[src/rtl/game_pkg.sv]
// game_pkg: board geometry, FSM encodings and LFSR/gap helpers for the drone-dodge game
package game_pkg;
  localparam int BOARD_H = 20;
  localparam int BOARD_W = 40;
  localparam int GAP_W = 4;
  localparam logic [1:0] IDLE = 2'd0;
  localparam logic [1:0] RUN = 2'd1;
  localparam logic [1:0] DEAD = 2'd2;
  localparam logic [15:0] LFSR_SEED = 16'hACE1;

  // Fibonacci LFSR, taps 16,14,13,11
  function automatic logic [15:0] lfsr_next(input logic [15:0] s);
    return {s[14:0], s[15] ^ s[13] ^ s[12] ^ s[10]};
  endfunction

  // A single fold suffices because BOARD_W-GAP_W is at least 32 and r is 6 bits
  function automatic logic [BOARD_W-1:0] gap_bf(input logic [5:0] r);
    int g;
    g = (int'(r) >= BOARD_W - GAP_W) ? int'(r) - (BOARD_W - GAP_W) : int'(r);
    return ~(BOARD_W'((1 << GAP_W) - 1) << g);
  endfunction
endpackage

[src/rtl/wave_gen.sv]
// wave_gen: free-running LFSR and per-wave gap decoders producing the next drone bitfields
module wave_gen
  import game_pkg::*;
(
  input  logic               clk,
  input  logic               rst_n,
  output logic [BOARD_W-1:0] bf0,
  output logic [BOARD_W-1:0] bf1,
  output logic [BOARD_W-1:0] bf2
);
  logic [15:0] lfsr_q, lfsr_d;
  always_comb begin
    lfsr_d = lfsr_next(lfsr_q);
    bf0 = gap_bf(lfsr_q[5:0]);
    bf1 = gap_bf(lfsr_q[11:6]);
    bf2 = gap_bf({lfsr_q[15:12], lfsr_q[1:0]});
  end
  always_ff @(posedge clk or negedge rst_n)
    if (!rst_n) lfsr_q <= LFSR_SEED;
    else lfsr_q <= lfsr_d;
endmodule

[src/rtl/wave_scheduler.sv]
// wave_scheduler: drone-dodge game flow - wave stepping, collision, score, speed ramp, frame req/ack
module wave_scheduler
  import game_pkg::*;
#(
  parameter int TICK_DIV = 5_000_000,
  parameter int MIN_DIV = 500_000,
  parameter int DIV_DEC = 250_000,
  parameter int SPEED_STEP = 8
) (
  input  logic               clk,
  input  logic               rst_n,
  input  logic               start,
  input  logic [7:0]         player_x,
  input  logic [7:0]         player_y,
  output logic [7:0]         wave0_y,
  output logic [7:0]         wave1_y,
  output logic [7:0]         wave2_y,
  output logic [BOARD_W-1:0] wave0_bf,
  output logic [BOARD_W-1:0] wave1_bf,
  output logic [BOARD_W-1:0] wave2_bf,
  output logic [15:0]        score,
  output logic [15:0]        high_score,
  output logic               dead,
  output logic               frame_req,
  input  logic               frame_ack
);
  localparam int SH = $clog2(SPEED_STEP);
  logic [1:0] state_q, state_d;
  logic [7:0] y_q[3], y_d[3];
  logic [BOARD_W-1:0] bf_q[3], bf_d[3], nbf[3], sh;
  logic [15:0] score_q, score_d, high_q, high_d, sat;
  logic [31:0] div_q, div_d, cnt_q, cnt_d;
  logic dead_q, dead_d, req_q, req_d, tick, hit, ev;
  logic [1:0] inc;
  logic [16:0] sum;

  wave_gen u_gen (.clk(clk), .rst_n(rst_n), .bf0(nbf[0]), .bf1(nbf[1]), .bf2(nbf[2]));

  always_comb begin
    hit = 1'b0;
    sh = '0;
    // shifting by player_x drops out-of-range columns to zero
    for (int k = 0; k < 3; k++) begin
      sh = bf_q[k] >> player_x;
      hit = hit | (y_q[k] == player_y && sh[0]);
    end
    tick = state_q == RUN && cnt_q == div_q - 32'd1;
    state_d = state_q;
    y_d = y_q;
    bf_d = bf_q;
    score_d = score_q;
    high_d = high_q;
    div_d = div_q;
    cnt_d = cnt_q;
    dead_d = dead_q;
    inc = 2'd0;
    sum = '0;
    sat = '0;
    ev = 1'b0;
    if (start && state_q != RUN) begin
      state_d = RUN;
      score_d = '0;
      cnt_d = '0;
      dead_d = 1'b0;
      ev = 1'b1;
      for (int k = 0; k < 3; k++) begin
        y_d[k] = 8'(BOARD_H - 2 - 6 * k);
        bf_d[k] = nbf[k];
      end
    end else if (state_q == RUN && hit) begin
      state_d = DEAD;
      dead_d = 1'b1;
      high_d = score_q > high_q ? score_q : high_q;
      ev = 1'b1;
    end else if (state_q == RUN) begin
      cnt_d = tick ? '0 : cnt_q + 32'd1;
      if (tick) begin
        for (int k = 0; k < 3; k++) begin
          if (y_q[k] == 8'd1) begin
            y_d[k] = 8'(BOARD_H - 2);
            bf_d[k] = nbf[k];
            inc = inc + 2'd1;
          end else if (y_q[k] > 8'd1) y_d[k] = y_q[k] - 8'd1;
        end
        sum = {1'b0, score_q} + 17'(inc);
        sat = sum[16] ? 16'hFFFF : sum[15:0];
        score_d = sat;
        if ((sat >> SH) != (score_q >> SH))
          div_d = (div_q < 32'(MIN_DIV + DIV_DEC)) ? 32'(MIN_DIV) : div_q - 32'(DIV_DEC);
        ev = 1'b1;
      end
    end
    req_d = ev | (req_q & ~frame_ack);
  end

  always_ff @(posedge clk or negedge rst_n)
    if (!rst_n) begin
      state_q <= IDLE;
      for (int k = 0; k < 3; k++) begin
        y_q[k] <= 8'(BOARD_H - 2 - 6 * k);
        bf_q[k] <= '0;
      end
      score_q <= '0;
      high_q <= '0;
      div_q <= 32'(TICK_DIV);
      cnt_q <= '0;
      dead_q <= 1'b0;
      req_q <= 1'b0;
    end else begin
      state_q <= state_d;
      y_q <= y_d;
      bf_q <= bf_d;
      score_q <= score_d;
      high_q <= high_d;
      div_q <= div_d;
      cnt_q <= cnt_d;
      dead_q <= dead_d;
      req_q <= req_d;
    end

  assign wave0_y = y_q[0];
  assign wave1_y = y_q[1];
  assign wave2_y = y_q[2];
  assign wave0_bf = bf_q[0];
  assign wave1_bf = bf_q[1];
  assign wave2_bf = bf_q[2];
  assign score = score_q;
  assign high_score = high_q;
  assign dead = dead_q;
  assign frame_req = req_q;
endmodule

[config.mk]
export PLATFORM = sky130hd
export DESIGN_NAME = wave_scheduler
export DESIGN_NICKNAME = d
export VERILOG_FILES = /design/src/rtl/game_pkg.sv /design/src/rtl/wave_gen.sv /design/src/rtl/wave_scheduler.sv
export SDC_FILE = /design/constraint.sdc
export NUM_CORES = 1
export LEC_CHECK = 0
export BUFFER_PORTS_ARGS = -buffer_cell sky130_fd_sc_hd__buf_4
export CORE_ASPECT_RATIO = 1.4
export CORE_UTILIZATION = 61
export DETAILED_ROUTE_END_ITERATION = 10
export GPL_ROUTABILITY_DRIVEN = 0
export GPL_TIMING_DRIVEN = 0
export PLACE_DENSITY = 0.84
export SETUP_SLACK_MARGIN = 0.1
export SYNTH_ARGS = -nofsm -noshare
export SYNTH_HDL_FRONTEND = slang
export SYNTH_SLANG_ARGS = --single-unit
[constraint.sdc]
create_clock -name clk -period 11.5 [get_ports clk]
set_clock_uncertainty 0.15 [all_clocks]
set_input_delay 2.3 -clock clk [delete_from_list [all_inputs] [get_ports clk]]
set_output_delay 2.3 -clock clk [all_outputs]
set_load 0.05 [all_outputs]
==> results_dict.tcl <==
set metrics [dict create \
    drtAntennaViolNets 0 \
    worst-slew-pin-transition_ns 0.935 \
    filler_cell_count 1866 \
    place_hpwl_um 37200 \
    worst_path_max_delay_cell "clkbuf_1" \
    maximum_single_stage_delay_on_the_critical_path_ns 0.55 \
    pin_count 198 \
    placement.io_buffers 195 \
    max-slew-margin-rel_pct 37.3 \
    run_status "finished clean" \
    met2_wirelength_um 25200 \
    nets 1957 \
    setup_viol 0 \
    placeableCoreArea_sq_mm 0.0248 \
    cts.htree.levels 1 \
    grt_pass1_vias 15000 \
    number_of_hold_slack_violations_in_the_final_timing_report 0 \
    wl_per_cell_um 22.6 \
    synth.ff_latch_count 255 \
    tritoncts "built" \
    crit_path_cells "buf_4, clkbuf_1, buf_2, mux4_2, mux4_2, nand3b_1, nand4_1, a221oi_1, nor2_1, o211ai_1, buf_2, mux2_2" \
    maxSlewViolCount 0 \
    timing.fmax_ghz 0.157 \
    min_period_ns 6.37 \
    critPathTopFamily "buffers and inverters" \
    final_common_cell "dfrtp_1" \
    worstSetupPathType "in2reg" \
    dp_cells 2188 \
    start_util_pct 62.8 \
    period_share_pct 55.4 \
    flow.area_growth_from_synthesis_pct 17.8 \
    post_cts_resize_count 0 \
    detail_route.wirelength_um 50500 \
    die_width_um 137 \
    cp_data_arrival_time_ns 6.65 \
    critical_path_peak_fanout 10 \
    diodes 0 \
    holdBufCountCts 0 \
    drt_pre_antenna_iters 6 \
    vias 15300 \
    groute.usage.overall_pct 38.9 \
    number_of_flops_mapped_to_enable_cells_by_yosys 0 \
    synthesis.yosys.warnings 0 \
    clock-sinks 255 \
    drv_cap 0 \
    syn_area_per_cell_sq_um 9.30 \
    die_height_um 191 \
    wl_met3_um 4400 \
    placement_rows 68 \
    grt_setup_unrepaired "false" \
    critPathBufInv 4 \
    grt_antenna_before_repair 0 \
    globalRouteOverflowTotal 0 \
    syn-cell-area_sq_mm 0.0156 \
    timing.critical_path.from_type "input pin" \
    fin_cells 2236 \
    ys_async_sr_fraction_pct 100 \
    worst_ep_required_time_ns 11.77 \
    finalSetupTns_ns 0 \
    cts_made_buffers 26 \
    clock_tree.buffer_depth 3 \
    hold_path.class "reg2reg" \
    vdd_drop_max_mv 0.214 \
    initialDrtViolationCount 1316 \
    drcViolationCount 0 \
    hold-worst-slack_ns 0.217 \
    grt_pass1_wl_um 79400 \
    most_used_cells_in_the_layout_excluding_fill_and_tap_cells "dfrtp_1, buf_4, a21oi_1" \
    synth.yosys.seq_area_share_pct 41.1 \
    most_used_flip_flop_cell_after_synthesis "dfrtp_1" \
    post_cts_setup_inserts 0 \
    synth.lib_cells_used.distinct 85 \
    crit_path_capture_type "register" \
    routed.top_layer "met4" \
    clk_pin_slew_ns 0.06 \
    viasPerCell 6.83 \
    postSynthNetCount 1732 \
    worst_skew_pair.late_latency_ns 0.55 \
    synthesis.instances 1676 \
    layout-drive-gt1-share_pct 20.3 \
    routedLengthMet1_um 17400 \
    floorplan.die_area_sq_mm 0.0262 \
    leakagePower_nw 7.59 \
    cts_root_buffer "clkbuf_16" \
    grt_max_degree 124 \
    p_per_area_mw_per_mm2 175 \
]
-- state kept, by name (all words and copies together) (netlist names), 8 cells and up --
signal,cells
wave1_bf,40
wave0_bf,40
high_score,16
wave1_y,8
wave0_y,8
div_q,28
wave2_bf,40
score,16
wave2_y,8
cnt_q,32
u_gen.lfsr_q,16
-- power by group --
part / switching, W / leakage [nW] / total [W] / internal, W
Sequential: 0.000180 / 2.91 / 0.00121 / 0.00103
Combinational: 0.000776 / 4.26 / 0.00115 / 0.000370
Clock: 0.000374 / 0.427 / 0.000862 / 0.000488
-- path summary, 6_finish.rpt --
check / cells after the start / start / slack (ns) / end
worst max-delay path: 12 / player_x[2] / 5.13 / high_score[8]
worst min-delay path: 0 / u_gen.lfsr_q[10] / 0.22 / u_gen.lfsr_q[11]
worst max register to register: 21 / wave1_y[4] / 5.43 / div_q[22]
worst min register to register: 0 / u_gen.lfsr_q[10] / 0.22 / u_gen.lfsr_q[11]
max in group asynchronous: 2 / rst_n / 8.67 / cnt_q[29]
min in group asynchronous: 1 / rst_n / 1.52 / high_score[9]
-- cells by family (layout without fill, tap and decap cells) --
| logic type | after synthesis | count (layout) | share of synthesized area (%) |
|---|---|---|---|
| compound gates | 537 | 537 | 21.7 |
| xor+xnor | 69 | 69 | 3.88 |
| fa+ha+maj | 36 | 36 | 2.94 |
| buf+inv | 176 | 421 | 4.92 |
| flops | 255 | 255 | 41.1 |
| mux | 100 | 100 | 8.62 |
| simple gates | 503 | 503 | 16.9 |
-- metal layers --
layer	vias to the layer above	GRT usage [%]
met1	7364	44.0
met2	966	66.3
met3	238	6.95
li1	6704	-
met5	-	0
met4	0	26.4
-- through the flow --
stage | setup WS, ns | power, W | util [%] | area (sq um)
after floorplan | 6.08 | 0.00195 | - | 15600
after global routing | 4.94 | 0.00332 | 73.9 | 18400
after CTS | 5.26 | 0.00321 | 73.9 | 18400
final | 5.13 | 0.00322 | 73.9 | 18400
after global placement | 4.79 | 0.00232 | 70.2 | 17400
after detailed placement | 4.72 | 0.00235 | 70.5 | 17500
-- Yosys cell counts (all sizes together) (15+ instances only) --
cell | n | area, sq um
a21oi | 187 | 936
nor2b | 22 | 138
dfrtp | 233 | 5830
buf | 48 | 287
ha | 35 | 438
dfstp | 22 | 578
clkbuf | 68 | 255
nand2 | 107 | 404
nor2 | 110 | 418
mux4 | 23 | 518
o21ai | 101 | 505
or4 | 32 | 244
a31oi | 77 | 482
o31ai | 36 | 270
o21a | 17 | 128
and2 | 22 | 138
or3 | 28 | 175
mux2i | 33 | 330
nand4 | 30 | 194
nor4 | 21 | 150
inv | 60 | 225
nor3 | 44 | 230
mux2 | 44 | 495
a41oi | 22 | 193
xnor2 | 55 | 482
nand3 | 36 | 180
nand2b | 15 | 93.8
-- area by class of cell --
class / count / area [sq um] / area share [%]
clock inverters: 16 / 143 / 0.777
repair buffers: 197 / 1530 / 8.31
multi-input cells: 1245 / 8420 / 45.8
flip-flops and latches: 255 / 6410 / 34.9
clock buffers: 32 / 714 / 3.89
plain buffers: 116 / 542 / 2.95
inverters: 60 / 225 / 1.23
well taps: 315 / 394 / 2.15
Power figures use the tool's default switching activity.
